$ cat src/rtl/lvda_data_receiver_if.sv
// ---------------------------------------------------------------------------
// lvda_data_receiver_if
// Signal bundle between the PIO side (LVDA serial input plus the consumer
// handshake) and the LVDA data receiver.
//   DATAV     serial data bit, valid when BIT_STB=1
//   PIOV      input-transfer enable; its rising edge starts a transfer
//   BIT_STB   one-cycle bit-time strobe
//   ACC_RDY   consumer ready
//   CLR_OVRN  synchronous clear of the overrun flag
//   WORD      assembled word (held while WORD_VLD=1)
//   WORD_VLD  hold register full
//   PAR       odd parity of WORD
//   OVRN      sticky overrun flag
//   ABRT      one-cycle abort pulse
//   BUSY      transfer in progress
// The master modport is the environment; the slave modport is the receiver.
// ---------------------------------------------------------------------------
interface lvda_data_receiver_if #(
  parameter int WORD_BITS = 26
);
  logic                 DATAV;
  logic                 PIOV;
  logic                 BIT_STB;
  logic                 ACC_RDY;
  logic                 CLR_OVRN;
  logic [WORD_BITS-1:0] WORD;
  logic                 WORD_VLD;
  logic                 PAR;
  logic                 OVRN;
  logic                 ABRT;
  logic                 BUSY;

  modport master (
    output DATAV, PIOV, BIT_STB, ACC_RDY, CLR_OVRN,
    input  WORD, WORD_VLD, PAR, OVRN, ABRT, BUSY
  );

  modport slave (
    input  DATAV, PIOV, BIT_STB, ACC_RDY, CLR_OVRN,
    output WORD, WORD_VLD, PAR, OVRN, ABRT, BUSY
  );
endinterface

$ cat src/rtl/lvda_data_receiver.sv
// ---------------------------------------------------------------------------
// lvda_data_receiver
// Shifts in one LVDA serial word per PIO input transfer (MSB first, one bit
// per BIT_STB), then hands the word and its odd parity to the accumulator
// load logic through a one-entry hold register with a valid/ready handshake.
// Aborts on PIOV dropping mid-transfer or on a strobe stall, and flags
// overruns when a word completes while the hold register cannot take it.
// Ports:
//   SIM_CLK  system clock, rising edge
//   SIM_RST  asynchronous active-high reset
//   bus      lvda_data_receiver_if.slave (serial input, handshake, status)
// ---------------------------------------------------------------------------
module lvda_data_receiver #(
  parameter int WORD_BITS = 26,
  parameter int TIMEOUT   = 64,
  parameter int CW        = 7
) (
  input logic                 SIM_CLK,
  input logic                 SIM_RST,
  lvda_data_receiver_if.slave bus
);

  typedef enum logic {IDLE, SHIFT} state_t;

  localparam logic [CW-1:0] LAST_BIT = CW'(WORD_BITS - 1);
  localparam logic [CW-1:0] TMO_LAST = CW'(TIMEOUT - 1);

  state_t               state_reg, state_next;
  logic [WORD_BITS-1:0] shreg_reg, shreg_next;
  logic [WORD_BITS-1:0] word_reg, word_next;
  logic [CW-1:0]        bit_cnt_reg, bit_cnt_next;
  logic [CW-1:0]        tmo_cnt_reg, tmo_cnt_next;
  logic                 piov_prev_reg;
  logic                 par_reg, par_next;
  logic                 vld_reg, vld_next;
  logic                 ovrn_reg, ovrn_next;
  logic                 abrt_reg, abrt_next;

  logic [WORD_BITS-1:0] shifted;
  logic                 take;
  logic                 last_stb;

  // Shift register contents after accepting the current DATAV bit; on the
  // final strobe this is the completed word.
  assign shifted  = {shreg_reg[WORD_BITS-2:0], bus.DATAV};
  assign take     = vld_reg & bus.ACC_RDY;
  assign last_stb = bus.BIT_STB && (bit_cnt_reg == LAST_BIT);

  always_ff @(posedge SIM_CLK or posedge SIM_RST) begin
    if (SIM_RST) begin
      state_reg     <= IDLE;
      shreg_reg     <= '0;
      word_reg      <= '0;
      bit_cnt_reg   <= '0;
      tmo_cnt_reg   <= '0;
      piov_prev_reg <= 1'b0;
      par_reg       <= 1'b1;  // odd parity of an all-zero word
      vld_reg       <= 1'b0;
      ovrn_reg      <= 1'b0;
      abrt_reg      <= 1'b0;
    end else begin
      state_reg     <= state_next;
      shreg_reg     <= shreg_next;
      word_reg      <= word_next;
      bit_cnt_reg   <= bit_cnt_next;
      tmo_cnt_reg   <= tmo_cnt_next;
      piov_prev_reg <= bus.PIOV;
      par_reg       <= par_next;
      vld_reg       <= vld_next;
      ovrn_reg      <= ovrn_next;
      abrt_reg      <= abrt_next;
    end
  end

  always_comb begin
    state_next   = state_reg;
    shreg_next   = shreg_reg;
    word_next    = word_reg;
    bit_cnt_next = bit_cnt_reg;
    tmo_cnt_next = tmo_cnt_reg;
    par_next     = par_reg;
    abrt_next    = 1'b0;
    // Consumer handshake empties the hold register unless a load below
    // refills it in the same cycle.
    vld_next     = vld_reg & ~take;
    ovrn_next    = ovrn_reg & ~bus.CLR_OVRN;

    unique case (state_reg)
      IDLE: begin
        // Strobes in the edge cycle are deliberately ignored.
        if (bus.PIOV && !piov_prev_reg) begin
          state_next   = SHIFT;
          shreg_next   = '0;
          bit_cnt_next = '0;
          tmo_cnt_next = '0;
        end
      end
      SHIFT: begin
        if (last_stb) begin
          // Completion outranks a PIOV drop in the same cycle.
          state_next = IDLE;
          if (!vld_reg || take) begin
            word_next = shifted;
            par_next  = ~^shifted;
            vld_next  = 1'b1;
          end else begin
            ovrn_next = 1'b1;  // overrun wins over a simultaneous clear
          end
        end else if (!bus.PIOV || (!bus.BIT_STB && tmo_cnt_reg == TMO_LAST)) begin
          state_next = IDLE;
          abrt_next  = 1'b1;
        end else if (bus.BIT_STB) begin
          shreg_next   = shifted;
          bit_cnt_next = bit_cnt_reg + CW'(1);
          tmo_cnt_next = '0;
        end else begin
          tmo_cnt_next = tmo_cnt_reg + CW'(1);
        end
      end
      default: state_next = IDLE;
    endcase
  end

  assign bus.WORD     = word_reg;
  assign bus.PAR      = par_reg;
  assign bus.WORD_VLD = vld_reg;
  assign bus.OVRN     = ovrn_reg;
  assign bus.ABRT     = abrt_reg;
  assign bus.BUSY     = (state_reg == SHIFT);

endmodule

$ cat src/flat_wrapper.sv
// flat-port wrapper written by rule: the top's interface ports become plain ports
module lvda_data_receiver_flat 
#(
  parameter int WORD_BITS = 26,
  parameter int TIMEOUT   = 64,
  parameter int CW        = 7
)
  (SIM_CLK, SIM_RST, bus_DATAV, bus_PIOV, bus_BIT_STB, bus_ACC_RDY, bus_CLR_OVRN, bus_WORD, bus_WORD_VLD, bus_PAR, bus_OVRN, bus_ABRT, bus_BUSY);
  lvda_data_receiver_if #(.WORD_BITS(WORD_BITS)) bus_i ();
  input logic SIM_CLK;
  input logic SIM_RST;
  input wire logic [$bits(bus_i.DATAV)-1:0] bus_DATAV;
  input wire logic [$bits(bus_i.PIOV)-1:0] bus_PIOV;
  input wire logic [$bits(bus_i.BIT_STB)-1:0] bus_BIT_STB;
  input wire logic [$bits(bus_i.ACC_RDY)-1:0] bus_ACC_RDY;
  input wire logic [$bits(bus_i.CLR_OVRN)-1:0] bus_CLR_OVRN;
  output wire logic [$bits(bus_i.WORD)-1:0] bus_WORD;
  output wire logic [$bits(bus_i.WORD_VLD)-1:0] bus_WORD_VLD;
  output wire logic [$bits(bus_i.PAR)-1:0] bus_PAR;
  output wire logic [$bits(bus_i.OVRN)-1:0] bus_OVRN;
  output wire logic [$bits(bus_i.ABRT)-1:0] bus_ABRT;
  output wire logic [$bits(bus_i.BUSY)-1:0] bus_BUSY;
  assign bus_i.DATAV = bus_DATAV;
  assign bus_i.PIOV = bus_PIOV;
  assign bus_i.BIT_STB = bus_BIT_STB;
  assign bus_i.ACC_RDY = bus_ACC_RDY;
  assign bus_i.CLR_OVRN = bus_CLR_OVRN;
  assign bus_WORD = bus_i.WORD;
  assign bus_WORD_VLD = bus_i.WORD_VLD;
  assign bus_PAR = bus_i.PAR;
  assign bus_OVRN = bus_i.OVRN;
  assign bus_ABRT = bus_i.ABRT;
  assign bus_BUSY = bus_i.BUSY;
  lvda_data_receiver #(.WORD_BITS(WORD_BITS), .TIMEOUT(TIMEOUT), .CW(CW)) u_core (.SIM_CLK(SIM_CLK), .SIM_RST(SIM_RST), .bus(bus_i));
endmodule
$ cat config.mk
export PLATFORM = sky130hd
export DESIGN_NAME = lvda_data_receiver_flat
export DESIGN_NICKNAME = d
export VERILOG_FILES = /design/src/rtl/lvda_data_receiver_if.sv /design/src/rtl/lvda_data_receiver.sv /design/src/flat_wrapper.sv
export SDC_FILE = /design/constraint.sdc
export NUM_CORES = 1
export LEC_CHECK = 0
export BUFFER_PORTS_ARGS = -buffer_cell sky130_fd_sc_hd__buf_4
export CORE_MARGIN = 2
export CORE_UTILIZATION = 45
export CTS_BUF_LIST = sky130_fd_sc_hd__clkbuf_8 sky130_fd_sc_hd__clkbuf_16
export DETAILED_ROUTE_END_ITERATION = 10
export PLACE_DENSITY_LB_ADDON = 0.05
export SLEW_MARGIN = 20
export SYNTH_ARGS = -nofsm -noshare
export SYNTH_HDL_FRONTEND = slang
export SYNTH_SLANG_ARGS = --single-unit
$ cat constraint.sdc
create_clock -name SIM_CLK -period 5.6 [get_ports SIM_CLK]
set_clock_uncertainty 0.15 [all_clocks]
set_input_delay 0.28 -clock SIM_CLK [delete_from_list [all_inputs] [get_ports SIM_CLK]]
set_output_delay 0.28 -clock SIM_CLK [all_outputs]
set_load 0.02 [all_outputs]
Word-level counts from Yosys, hierarchy flattened
Cells that the tools add are included.
{"block": "classes", "addsub": 2, "multipliers": 0, "div": 0, "order_cmp": 0, "eq_ne": 6, "shifts": 0, "muxes": 27, "bitwise_logic": 6, "n_reduce_logical": 13}
{"cell": "25-bit two-way mux", "count": 4}
{"cell": "25-bit case mux with 2 select lines", "count": 1}
{"cell": "7-bit two-way mux", "count": 7}
{"cell": "7-bit case mux with 2 select lines", "count": 2}
{"cell": "26-bit XNOR reduction", "count": 1}
{"cell": "7-bit by 1-bit adder with 7-bit output, second input constant", "count": 2}
{"cell": "1-bit two-way mux", "count": 12}
{"cell": "7-bit by 5-bit == test with 1-bit output, second input constant", "count": 1}
{"cell": "7-bit by 6-bit == test with 1-bit output, second input constant", "count": 1}
{"cell": "2-bit != test, second input constant", "count": 3}
{"cell": "3-bit AND reduction", "count": 2}
{"cell": "1-bit logical NOT", "count": 4}
{"cell": "4-bit AND reduction", "count": 1}
{"cell": "1-bit bitwise AND", "count": 3}
{"cell": "1-bit logical AND", "count": 3}
{"cell": "1-bit inverter", "count": 3}
{"cell": "1-bit logical OR", "count": 2}
{"cell": "2-bit by 1-bit != test with 1-bit output, second input constant", "count": 1}
{"cell": "1-bit case mux with 2 select lines", "count": 1}
{"block": "word_totals", "ff_bits": 71, "latchBits": 0, "ram_bits": 0, "mem_bits_ro": 0, "inputBits": 7, "output_inout_bits": 31, "elab_cells": 64, "memories": 0}

Depth between registers and ports, before layout
Gate-level depths: netlist (run 1).
{"block": "logic_depth", "depth_word": 6, "ltp_mapped": 9, "mapped_depth_nobuf": 7}

Least setup slack after synthesis (run 1)
No wires, ideal clock.
{"block": "synth_path", "kind": "register to register", "from": "register u_core.bit_cnt_reg[1]", "to": "register u_core.shreg_reg[10]", "setup_time_ns": 0.117, "arrival_time_ns": 1.637, "required_ns": 5.333, "setup_slack_ns": 3.696, "stages_incl_launch_ff": 10, "n_path_buf": 2, "period_less_slack_ns": 1.904, "cell_sequence": "dfrtp_1 -> inv_1 -> ha_1 -> nand4bb_4 -> o31ai_2 -> nand2_1 -> buf_2 -> buf_1 -> nand3_1 -> nand2_1"}
{"block": "synth_via", "elab_chain_len": 4}
{"item": "start, declared", "line": "lvda_data_receiver.sv:31", "source": "logic [CW-1:0] bit_cnt_reg, bit_cnt_next;"}
{"item": "start signal, assigned", "line": "lvda_data_receiver.sv:65", "source": "bit_cnt_reg <= bit_cnt_next;"}
{"item": "7-bit by 5-bit == test with 1-bit output", "line": "lvda_data_receiver.sv:47", "source": "assign last_stb = bus.BIT_STB && (bit_cnt_reg == LAST_BIT);"}
{"item": "1-bit logical AND", "line": "lvda_data_receiver.sv:47"}
{"item": "2-bit != test (no source line)"}
{"item": "4-bit AND reduction (no source line)"}
{"item": "end signal, assigned", "line": "lvda_data_receiver.sv:63", "source": "shreg_reg <= shreg_next;"}
{"item": "end, declared", "line": "lvda_data_receiver.sv:29", "source": "logic [WORD_BITS-1:0] shreg_reg, shreg_next;"}
Every way passes these cells.
A chain may end at the register's enable or synchronous reset.

Final worst setup path (run 1)
{"block": "layout_path", "from": "register u_core.state_reg, in the netlist u_core.bus.BUSY", "to": "register u_core.bit_cnt_reg[6]"}
{"block": "layout_via", "elab_chain_len": 3, "elab_cells_between_ends": 7, "cone_classes": "4 x eq/ne; 1 x mux; 1 x bitwise; 1 x reduce/logical"}
{"item": "start, declared", "line": "lvda_data_receiver.sv:28", "source": "state_t state_reg, state_next;"}
{"item": "start signal, assigned", "line": "lvda_data_receiver.sv:62", "source": "state_reg <= state_next;"}
{"item": "1-bit inverter", "line": "lvda_data_receiver.sv:88", "source": "unique case (state_reg)"}
{"item": "2-bit by 1-bit != test with 1-bit output (no source line)"}
{"item": "4-bit AND reduction (no source line)"}
Several ways; a longest one is shown, not always the timed one.

==> summary.md, run 1 <==
| Metric | Value |
|---|---|
| Hold Path Class | `in2async` |
| Initial drt markers | `119` |
| Setup bufs post-CTS | `0` |
| Slowest CP cell | `dfrtp_1` |
| RSZ-0062 raised after global routing | `no` |
| Drt via density | `4.94` |
| P_leak | `1.92 nW` |
| Gpl congestion | `0.839` |
| Synthesis-to-finish area growth | `19.8%` |
| Vert. Die Dim | `88.1 um` |
| Routed length per instance | `13.4 um` |
| Post-route ant nets | `0` |
| CTS root buf | `clkbuf_8` |
| Die X-Extent | `88.1 um` |
| Reg2reg setup slack | `2.74 ns` |
| Period minus WS final | `2.86 ns` |
| Syn Inst Count | `287` |
| Final setup vio count | `0` |
| CP max stage delay | `1.06 ns` |
| Die Footprint | `7750 um^2` |
| Run status | `complete, no violations` |
| Post-synth EDFFs | `0` |
| Unique masters post-synth | `35` |
| Post-synth ARST share | `1.00` |
| Peak supply drop | `0.137 mV` |
| CP Cell Sequence | `and3_1, o31ai_2, nand2_1, a21boi_0, o21ai_0` |
| Final setup TNS | `0 ns` |
| Mapped cell area | `3180 um^2` |
| First-pass GRT wire length | `9.78 mm` |
| Vias | `2108` |
| Avg Cell Area, Syn | `11.1 um^2` |
| Fin cells | `427` |
| Vias in the first global route | `2070` |
| Critical path arrival | `2.97 ns` |
| Starting Density | `0.465` |
| Clock Sinks | `71` |
| GRT overflow | `0` |
| CP Max Fanout | `33` |
| Worst setup SP type | `flop` |
| Number of synthesized register bits | `71` |
| Most common cell after layout, fill and taps aside | `dfrtp_1` |
| CP endpoint kind | `flop` |
| CTS tree | `yes` |
| Crit share post-route | `0.510` |
| Max-Cap Viols | `0` |
| Nets | `336` |
| Core area | `6830 um^2` |
| DRT Pass-1 Iters | `4` |
| Final wirelength | `5.71 mm` |
| Synth Flop Type | `dfrtp_1` |
| Post-CTS sizing | `0` |
| Worst slew pin tran | `1.09 ns` |
| Clk_lat worst skew | `0.34 ns` |
| PortBufs | `37` |
| Max_slew headroom | `0.273` |
| Fraction of layout instances using a drive strength above 1 | `0.275` |
| Final hold violations | `0` |
| Worst-path clk slew | `0.07 ns` |
| Slew Limit Fails | `0` |
| # DRC | `0` |
| H-tree lvl count | `3` |
| Largest register FFs | `26` |
| Initial antenna violation count | `0` |
| Hpwl dp | `3.65 mm` |
| Commonest cells after routing, fill and taps aside | `70 x dfrtp_1, 61 x nand2_1, 38 x buf_4` |
| Yosys warns | `0` |
| Longest Clk Path Bufs | `2` |
| PD cells | `297 nW/um^2` |
| N_diodes | `0` |
| Post-Syn Nets | `297` |
| Setup CP Type | `reg2reg` |
| Critical Path RT | `5.71 ns` |
| I/O pins | `38` |
| Placed insts | `409` |
| Tot GR Track Use | `0.165` |
| Largest net degree at the start of global routing | `72` |
| Register area share after synthesis | `0.559` |
| Num rows | `30` |
| Layout fillers | `593` |
| Num CTS Buffers | `9` |
| Maximum operating frequency | `0.350 GHz` |
==> per-stage QoR <==
stage,area [um^2],worst slack (ns),hold slack (ns),power (mW),utilization
2_1_floorplan,3180,3.38,0.161,0.605,-
3_3_place_gp,3530,2.68,0.284,0.628,0.517
3_5_place_dp,3530,2.55,0.280,0.629,0.517
4_1_cts,3810,2.53,0.0328,1.14,0.557
5_1_grt,3810,2.40,0.0390,1.18,0.557
6_report,3810,2.74,0.0417,1.13,0.557
==> routing by layer <==
metal  track usage  routed length [um]  vias to the layer above
li1              -                   -                     1039
met5             0                   0                        -
met4        0.0744                  98                        0
met1         0.226                2870                     1020
met2         0.245                2530                       40
met3        0.0481                 210                        9
==> critical path: cells and delay by family, from the launching register on <==
kind | cells | cell delay, ns
and+or+nand+nor | 2 | 1.05
DFF | 1 | 1.06
AOI/OAI and AO/OA | 3 | 0.51
==> cell type report <==
| type | count | area, um^2 | area share |
|---|---|---|---|
| Tap cell | 96 | 120 | 0.0315 |
| Sequential cell | 71 | 1780 | 0.467 |
| Inverter | 7 | 26.3 | 0.00690 |
| Clock inverter | 5 | 104 | 0.0273 |
| Multi-Input combinational cell | 197 | 1320 | 0.347 |
| Clock buffer | 11 | 151 | 0.0398 |
| Timing Repair Buffer | 40 | 305 | 0.0802 |
==> power by group <==
part / internal [mW] / leakage [nW] / switching (mW) / total (mW)
Clock: 0.320 / 0.130 / 0.191 / 0.511
Sequential: 0.523 / 0.981 / 0.0199 / 0.543
Combinational: 0.0288 / 0.810 / 0.0462 / 0.0749
==> final timing paths <==
kind | from | end | cells past startpoint
setup / recovery | u_core.bus.BUSY$_DFF_PP0_ | u_core.bit_cnt_reg[6]$_DFFE_PP0P_ | 5
hold / removal | SIM_RST | u_core.tmo_cnt_reg[2]$_DFFE_PP0P_ | 3
setup reg to reg | u_core.bus.BUSY$_DFF_PP0_ | u_core.bit_cnt_reg[6]$_DFFE_PP0P_ | 5
hold reg to reg | u_core.bus.WORD[19]$_DFFE_PP0P_ | u_core.bus.WORD[19]$_DFFE_PP0P_ | 1
max in group asynchronous | SIM_RST | u_core.shreg_reg[3]$_DFFE_PP0P_ | 3
min in group SIM_CLK | bus_DATAV | u_core.bus.WORD[0]$_DFFE_PP0P_ | 2
==> cell families (layout without fill, tap and decap cells) <==
kind of cell,after synthesis,after routing,synth area share
xor gates and xnor gates,26,26,0.0826
DFF,71,71,0.559
and+or+nand+nor,116,116,0.169
buffers and inverters,19,63,0.0252
AOI/OAI and AO/OA,23,23,0.0504
muxes,29,29,0.102
adders and majority gates,3,3,0.0118
==> cell usage after synthesis, types with 2 or more instances <==
library cell / n / area share
dfrtp_1: 70 / 0.55
nand2_1: 61 / 0.072
nand3_1: 32 / 0.050
mux2_2: 27 / 0.096
xnor2_1: 21 / 0.058
o21ai_0: 10 / 0.016
nor2_1: 8 / 0.0094
buf_2: 7 / 0.011
inv_1: 7 / 0.0083
clkbuf_1: 4 / 0.0047
nor3_1: 4 / 0.0063
a21boi_0: 3 / 0.0071
ha_1: 3 / 0.012
o31ai_1: 3 / 0.0071
and2_1: 2 / 0.0039
mux2i_1: 2 / 0.0063
nand2b_1: 2 / 0.0039
o31ai_2: 2 / 0.0079
xnor3_1: 2 / 0.014
xor2_1: 2 / 0.0055
==> what timing repair did <==
action	4_1_cts	5_1_grt
endpoints found under the hold margin	2	0
hold buffers	2	0
endpoints found under the setup margin	0	0
(Power assumes the default switching activity.)
==> inputs of run 2 (changes only) <==
==> constraint.sdc (replaced) <==
create_clock -name SIM_CLK -period 2.5 [get_ports SIM_CLK]
set_clock_uncertainty 0.15 [all_clocks]
set_input_delay 0.125 -clock SIM_CLK [delete_from_list [all_inputs] [get_ports SIM_CLK]]
set_output_delay 0.125 -clock SIM_CLK [all_outputs]
set_load 0.02 [all_outputs]
==> summary.md, run 2 (synthesized netlist as in run 1, its figures left out) <==
| Metric | Value |
|---|---|
| Vert. Die Dim | `88.1 um (unchanged)` |
| Seq pwr share | `0.517 (+0.036)` |
| Slowest CP cell | `dfrtp_1` |
| CP endpoint kind | `flop` |
| Worst slew pin tran | `0.570 ns (-0.521 ns)` |
| Initial drt markers | `70 (-41%)` |
| Commonest cells after routing, fill and taps aside | `70 x dfrtp_1, 61 x nand2_1, 42 x buf_4` |
| Run status | `complete, no violations` |
| Drt via density | `4.99 (+1.0%)` |
| Tot GR Track Use | `0.176 (+0.0108)` |
| RSZ-0062 raised after global routing | `no` |
| Die Footprint | `7750 um^2 (unchanged)` |
| Initial antenna violation count | `0 (unchanged)` |
| Kind of cell adding the most delay to the critical path | `simple AND/OR/NAND/NOR gates` |
| Die X-Extent | `88.1 um (unchanged)` |
| Pint | `1.73 mW (+99%)` |
| # DRC | `0 (unchanged)` |
| Fin cells | `436 (+2.1%)` |
| Hold Path Class | `in2reg` |
| Routed length per instance | `14.1 um (+5.2%)` |
| Reg2reg setup slack | `0.31 ns (-2.44 ns)` |
| CP Cell Sequence | `inv_1, ha_1, nand4bb_4, o31ai_2, and2_1, buf_4, nand2_1, nand2_1` |
| Power, Total | `2.32 mW (+110%)` |
| N_diodes | `0 (unchanged)` |
| CP max stage delay | `0.42 ns (-0.64 ns)` |
| CP Max Fanout | `16 (-52%)` |
| Num rows | `30 (unchanged)` |
| Cells on worst reg2reg path | `8 (+3)` |
| Final hold violations | `0 (unchanged)` |
| Post-DP Area | `3580 um^2 (+1.4%)` |
| Longest Clk Path Bufs | `2 (unchanged)` |
| First-pass GRT wire length | `10.5 mm (+7.1%)` |
| CTS root buf | `clkbuf_8` |
| Gpl congestion | `0.775 (-7.6%)` |
| Hold Path Depth | `4` |
| Sw frac | `0.255 (+0.0275)` |
| Worst setup SP type | `flop` |
| Maximum operating frequency | `0.456 GHz (+30%)` |
| Largest register FFs | `26 (unchanged)` |
| Critical path depth | `8 (+3)` |
| Post-layout util | `0.562 (+0.00458)` |
| Final wirelength | `6.13 mm (+7.4%)` |
| Final setup vio count | `0 (unchanged)` |
| Clock Sinks | `71 (unchanged)` |
| Nets | `345 (+2.7%)` |
| P_leak | `1.94 nW (+0.80%)` |
| Fraction of layout instances using a drive strength above 1 | `0.279 (+0.00449)` |
| PortBufs | `37 (unchanged)` |
| Synthesis-to-finish area growth | `20.7%` |
| Critical Path RT | `2.63 ns (-3.08 ns)` |
| Vias | `2174 (+3.1%)` |
| H-tree lvl count | `3 (unchanged)` |
| Final setup TNS | `0 ns (unchanged)` |
| Post-route ant nets | `0 (unchanged)` |
| PD cells | `605 nW/um^2 (+100%)` |
| I/O pins | `38 (unchanged)` |
| GRT overflow | `0 (unchanged)` |
| Placed insts | `414 (+1.2%)` |
| Vias in the first global route | `2156 (+4.2%)` |
| CTS tree | `yes` |
| Largest net degree at the start of global routing | `46 (-36%)` |
| Slew Limit Fails | `0 (unchanged)` |
| Period minus WS final | `2.19 ns (-0.665 ns)` |
| Max_slew headroom | `0.620 (+0.347)` |
| Peak supply drop | `0.441 mV (+220%)` |
| Clk pwr share | `0.396 (-0.057)` |
| Most common cell after layout, fill and taps aside | `dfrtp_1` |
| Max-Cap Viols | `0 (unchanged)` |
| Crit share post-route | `0.877 (+0.367)` |
| Critical path's most frequent cell | `nand2_1` |
| Psw | `0.593 mW (+130%)` |
| WP buf/inv | `2 (+2)` |
| Core area | `6830 um^2 (unchanged)` |
| Setup CP Type | `reg2reg` |
| Starting Density | `0.465 (unchanged)` |
| Hpwl dp | `3.91 mm (+7.1%)` |
| Design Area, Final | `3840 um^2 (+0.82%)` |
| Combinational share of power | `0.088 (+0.022)` |
| Num CTS Buffers | `9 (unchanged)` |
| DRT Pass-1 Iters | `4 (unchanged)` |
| Clk_lat worst skew | `0.34 ns (about the same)` |
| Worst-path clk slew | `0.08 ns (about the same)` |
| Critical path arrival | `2.32 ns (-0.65 ns)` |
-- run 2: cell types whose count changed in the layout (fill, tap and decap cells not counted), sizes merged --
cell and delta:
buf +5, dlygate4sd3 +4, clkinv +1, bufinv -2
clkinvlp +2, clkbuf -1
-- run 2: timing repair --
item,4_1_cts,5_1_grt
gates resized for setup,0,0
hold buffers,6,0
buffers inserted,0,0
hold endpoints to repair,31,0
-- run 2: worst paths after layout --
check / start / endpoint
worst max-delay path: u_core.bit_cnt_reg[1]$_DFFE_PP0P_ / u_core.shreg_reg[0]$_DFFE_PP0P_
worst min-delay path: bus_BIT_STB / u_core.tmo_cnt_reg[1]$_DFFE_PP0P_
worst max register to register: u_core.bit_cnt_reg[1]$_DFFE_PP0P_ / u_core.shreg_reg[0]$_DFFE_PP0P_
worst min register to register: u_core.bit_cnt_reg[3]$_DFFE_PP0P_ / u_core.bit_cnt_reg[3]$_DFFE_PP0P_
max in group asynchronous: SIM_RST / u_core.bus.PAR$_DFFE_PP1P_
min in group asynchronous: SIM_RST / u_core.tmo_cnt_reg[1]$_DFFE_PP0P_
-- run 2: routing by layer --
layer / GRT usage / vias to the layer above / part of all wire
li1: - / 1057 / -
met5: 0 / - / 0
met4: 0.0813 / 0 / 0.016
met2: 0.260 / 40 / 0.46
met3: 0.0302 / 9 / 0.032
met1: 0.254 / 1068 / 0.49
-- run 2: layout make-up --
type	count	area, um^2
well taps	96	120
inverters	7	26.3
multi-input cells	197	1320
clock buffers	10	138
fillers	611	2990
clock inverters	6	60.1
repair buffers	49	395
flip-flops and latches	71	1780
-- run 2: tightest hold or removal path, delay by kind of cell --
family	cells	cell delay [ns]
and+or+nand+nor	2	0.16
AOI/OAI and AO/OA	1	0.07
buffers and inverters	1	0.12
-- run 2: power by group through the flow --
stage	clock [mW]	sequential (mW)	combinational, mW
final	0.920	1.20	0.203
after global routing	0.998	1.21	0.229
after CTS	0.951	1.20	0.206
after detailed placement	0	1.22	0.198
after global placement	0	1.22	0.198
after floorplan	0	1.22	0.137
-- run 2: through the flow --
stage	worst slack (ns)	hold WS, ns
after floorplan	0.430	0.00643
after global placement	0.432	0.0919
after detailed placement	0.374	0.0841
after CTS	0.338	0.0164
after global routing	0.0706	0.0785
final	0.307	0.0342
==> inputs of run 3 (changes only) <==
==> constraint.sdc (replaced) <==
create_clock -name SIM_CLK -period 2.2 [get_ports SIM_CLK]
set_clock_uncertainty 0.15 [all_clocks]
set_input_delay 0.11 -clock SIM_CLK [delete_from_list [all_inputs] [get_ports SIM_CLK]]
set_output_delay 0.11 -clock SIM_CLK [all_outputs]
set_load 0.02 [all_outputs]
==> summary.md, run 3 (synthesized netlist as in run 1, its figures left out) <==
| Metric | Value |
|---|---|
| Slowest CP cell | `dlygate4sd3_1` |
| Clk_lat worst skew | `0.33 ns (about the same)` |
| Final wirelength | `5.87 mm (-4.2%)` |
| Post-route ant nets | `0 (unchanged)` |
| Initial drt markers | `188 (+170%)` |
| I/O pins | `38 (unchanged)` |
| Vias in the first global route | `2172 (+0.74%)` |
| Longest Clk Path Bufs | `2 (unchanged)` |
| Max-Cap Viols | `0 (unchanged)` |
| PD cells | `674 nW/um^2 (+11%)` |
| Post-CTS sizing | `0 (unchanged)` |
| Slew Limit Fails | `0 (unchanged)` |
| Vert. Die Dim | `88.1 um (unchanged)` |
| Num rows | `30 (unchanged)` |
| Worst-path clk slew | `0.07 ns (about the same)` |
| Power, Total | `2.62 mW (+13%)` |
| Worst Slack Setup Final | `0.193 ns (-0.114 ns)` |
| P_leak | `1.96 nW (+1.2%)` |
| WP buf/inv | `1 (-1)` |
| Synthesis-to-finish area growth | `22.2%` |
| Gpl congestion | `0.821 (+6.0%)` |
| Final setup TNS | `0 ns (unchanged)` |
| Run status | `complete, no violations` |
| RSZ-0062 raised after global routing | `no` |
| Placed insts | `417 (+0.72%)` |
| Crit share post-route | `0.912 (+0.0350)` |
| First-pass GRT wire length | `10.2 mm (-2.4%)` |
| Routed length per instance | `13.4 um (-4.9%)` |
| Most common cell after layout, fill and taps aside | `dfrtp_1` |
| Final setup vio count | `0 (unchanged)` |
| Period minus WS final | `2.01 ns (-0.186 ns)` |
| Final hold violations | `0 (unchanged)` |
| CTS root buf | `clkbuf_8` |
| Maximum operating frequency | `0.498 GHz (+9.3%)` |
| Peak supply drop | `0.314 mV (-29%)` |
| Setup bufs post-CTS | `0 (unchanged)` |
| Drt via density | `4.97 (-0.36%)` |
| Die Footprint | `7750 um^2 (unchanged)` |
| DRT Pass-1 Iters | `4 (unchanged)` |
| Post-Place Worst Slack | `0.239 ns (-0.135 ns)` |
| Nets | `348 (+0.87%)` |
| Worst r2r dst | `u_core.bus.OVRN$_DFF_PP0_` |
| Post-DP Area | `3630 um^2 (+1.3%)` |
| Hpwl dp | `3.82 mm (-2.2%)` |
| Post-layout util | `0.569 (+0.00678)` |
| Largest net degree at the start of global routing | `44 (-4.3%)` |
| Final Hold Slack | `0.0402 ns (+0.00607 ns)` |
| Min-delay src | `bus_BIT_STB` |
| RR Startpoint | `u_core.bit_cnt_reg[0]$_DFFE_PP0P_` |
| CP endpoint kind | `flop` |
| FF/Latch Area | `1780 um^2 (unchanged)` |
| Critical Path RT | `2.32 ns (-0.31 ns)` |
| Num CTS Buffers | `9 (unchanged)` |
| CP max stage delay | `0.56 ns (+0.14 ns)` |
| Worst setup SP type | `flop` |
| Fin cells | `439 (+0.69%)` |
| CP Max Fanout | `6 (-10)` |
| Die X-Extent | `88.1 um (unchanged)` |
| Design Area, Final | `3880 um^2 (+1.2%)` |
| Largest register FFs | `26 (unchanged)` |
| H-tree lvl count | `3 (unchanged)` |
| Cells on worst reg2reg path | `6 (-2)` |
| Layout fillers | `610 (-0.16%)` |
| Critical path depth | `6 (-2)` |
| CP Cell Sequence | `ha_1, nand4bb_4, nor3_2, nand2_1, o22ai_1, dlygate4sd3_1` |
| Kind of cell adding the most delay to the critical path | `buffers and inverters` |
| Starting Density | `0.465 (unchanged)` |
| Hold Crit Endpoint | `u_core.tmo_cnt_reg[1]$_DFFE_PP0P_` |
| Hold_buf cts | `6 (unchanged)` |
| GRT overflow | `0 (unchanged)` |
| Area occupied by multi-input gates | `1320 um^2 (unchanged)` |
| Hold Path Depth | `4 (unchanged)` |
| Worst slew pin tran | `0.391 ns (-0.179 ns)` |
| Commonest cells after routing, fill and taps aside | `70 x dfrtp_1, 61 x nand2_1, 43 x buf_4` |
| CTS tree | `yes` |
| PortBufs | `37 (unchanged)` |
| Hold Path Class | `in2reg` |
| Core area | `6830 um^2 (unchanged)` |
| Critical path arrival | `2.13 ns (-0.19 ns)` |
| Vias | `2181 (+0.32%)` |
| Clock Sinks | `71 (unchanged)` |
| N_diodes | `0 (unchanged)` |
| Tot GR Track Use | `0.170 (-0.00592)` |
| Fraction of layout instances using a drive strength above 1 | `0.286 (+0.00630)` |
| Setup CP Type | `reg2reg` |
| Initial antenna violation count | `0 (unchanged)` |
| Reg2reg setup slack | `0.19 ns (-0.11 ns)` |
| Max_slew headroom | `0.738 (+0.118)` |
| # DRC | `0 (unchanged)` |
run 3: how the worst max path moves through the flow:
stage                                            startpoint                           endpoint  slack, ns
final                     u_core.bit_cnt_reg[0]$_DFFE_PP0P_          u_core.bus.OVRN$_DFF_PP0_       0.19
after global placement    u_core.bit_cnt_reg[1]$_DFFE_PP0P_   u_core.shreg_reg[12]$_DFFE_PP0P_       0.30
after floorplan                                     SIM_RST  u_core.bit_cnt_reg[0]$_DFFE_PP0P_       0.15
after global routing      u_core.bit_cnt_reg[1]$_DFFE_PP0P_          u_core.bus.OVRN$_DFF_PP0_       0.03
after CTS                 u_core.bit_cnt_reg[1]$_DFFE_PP0P_          u_core.bus.OVRN$_DFF_PP0_       0.17
after detailed placement  u_core.bit_cnt_reg[1]$_DFFE_PP0P_   u_core.shreg_reg[18]$_DFFE_PP0P_       0.24
run 3: layer usage:
metal  global-route usage  part of all wire  up-vias
met1                0.240              0.48     1049
met3               0.0349             0.043        6
li1                     -                 -     1068
met4               0.0661            0.0075        0
met2                0.260              0.47       58
met5                    0                 0        -
run 3: worst reg2reg max path: stages (launching register included):
cell,delay (ns)
dfrtp_1,0.45
ha_1,0.23
nand4bb_4,0.14
nor3_2,0.18
nand2_1,0.11
o22ai_1,0.12
dlygate4sd3_1,0.56
run 3: area by class of cell:
type                            count  area share
Clock inverter                      7      0.0187
Inverter                            7     0.00676
Tap cell                           96      0.0309
Clock buffer                        9      0.0319
Sequential cell                    71       0.458
Timing Repair Buffer               52       0.114
Multi-Input combinational cell    197       0.340
run 3: where the power goes:
| group | switching [mW] | internal (mW) | leakage, nW |
|---|---|---|---|
| clock | 0.492 | 0.525 | 0.0956 |
| combinational | 0.144 | 0.0953 | 0.883 |
| sequential | 0.0309 | 1.33 | 0.981 |
| total | 0.667 | 1.95 | 1.96 |
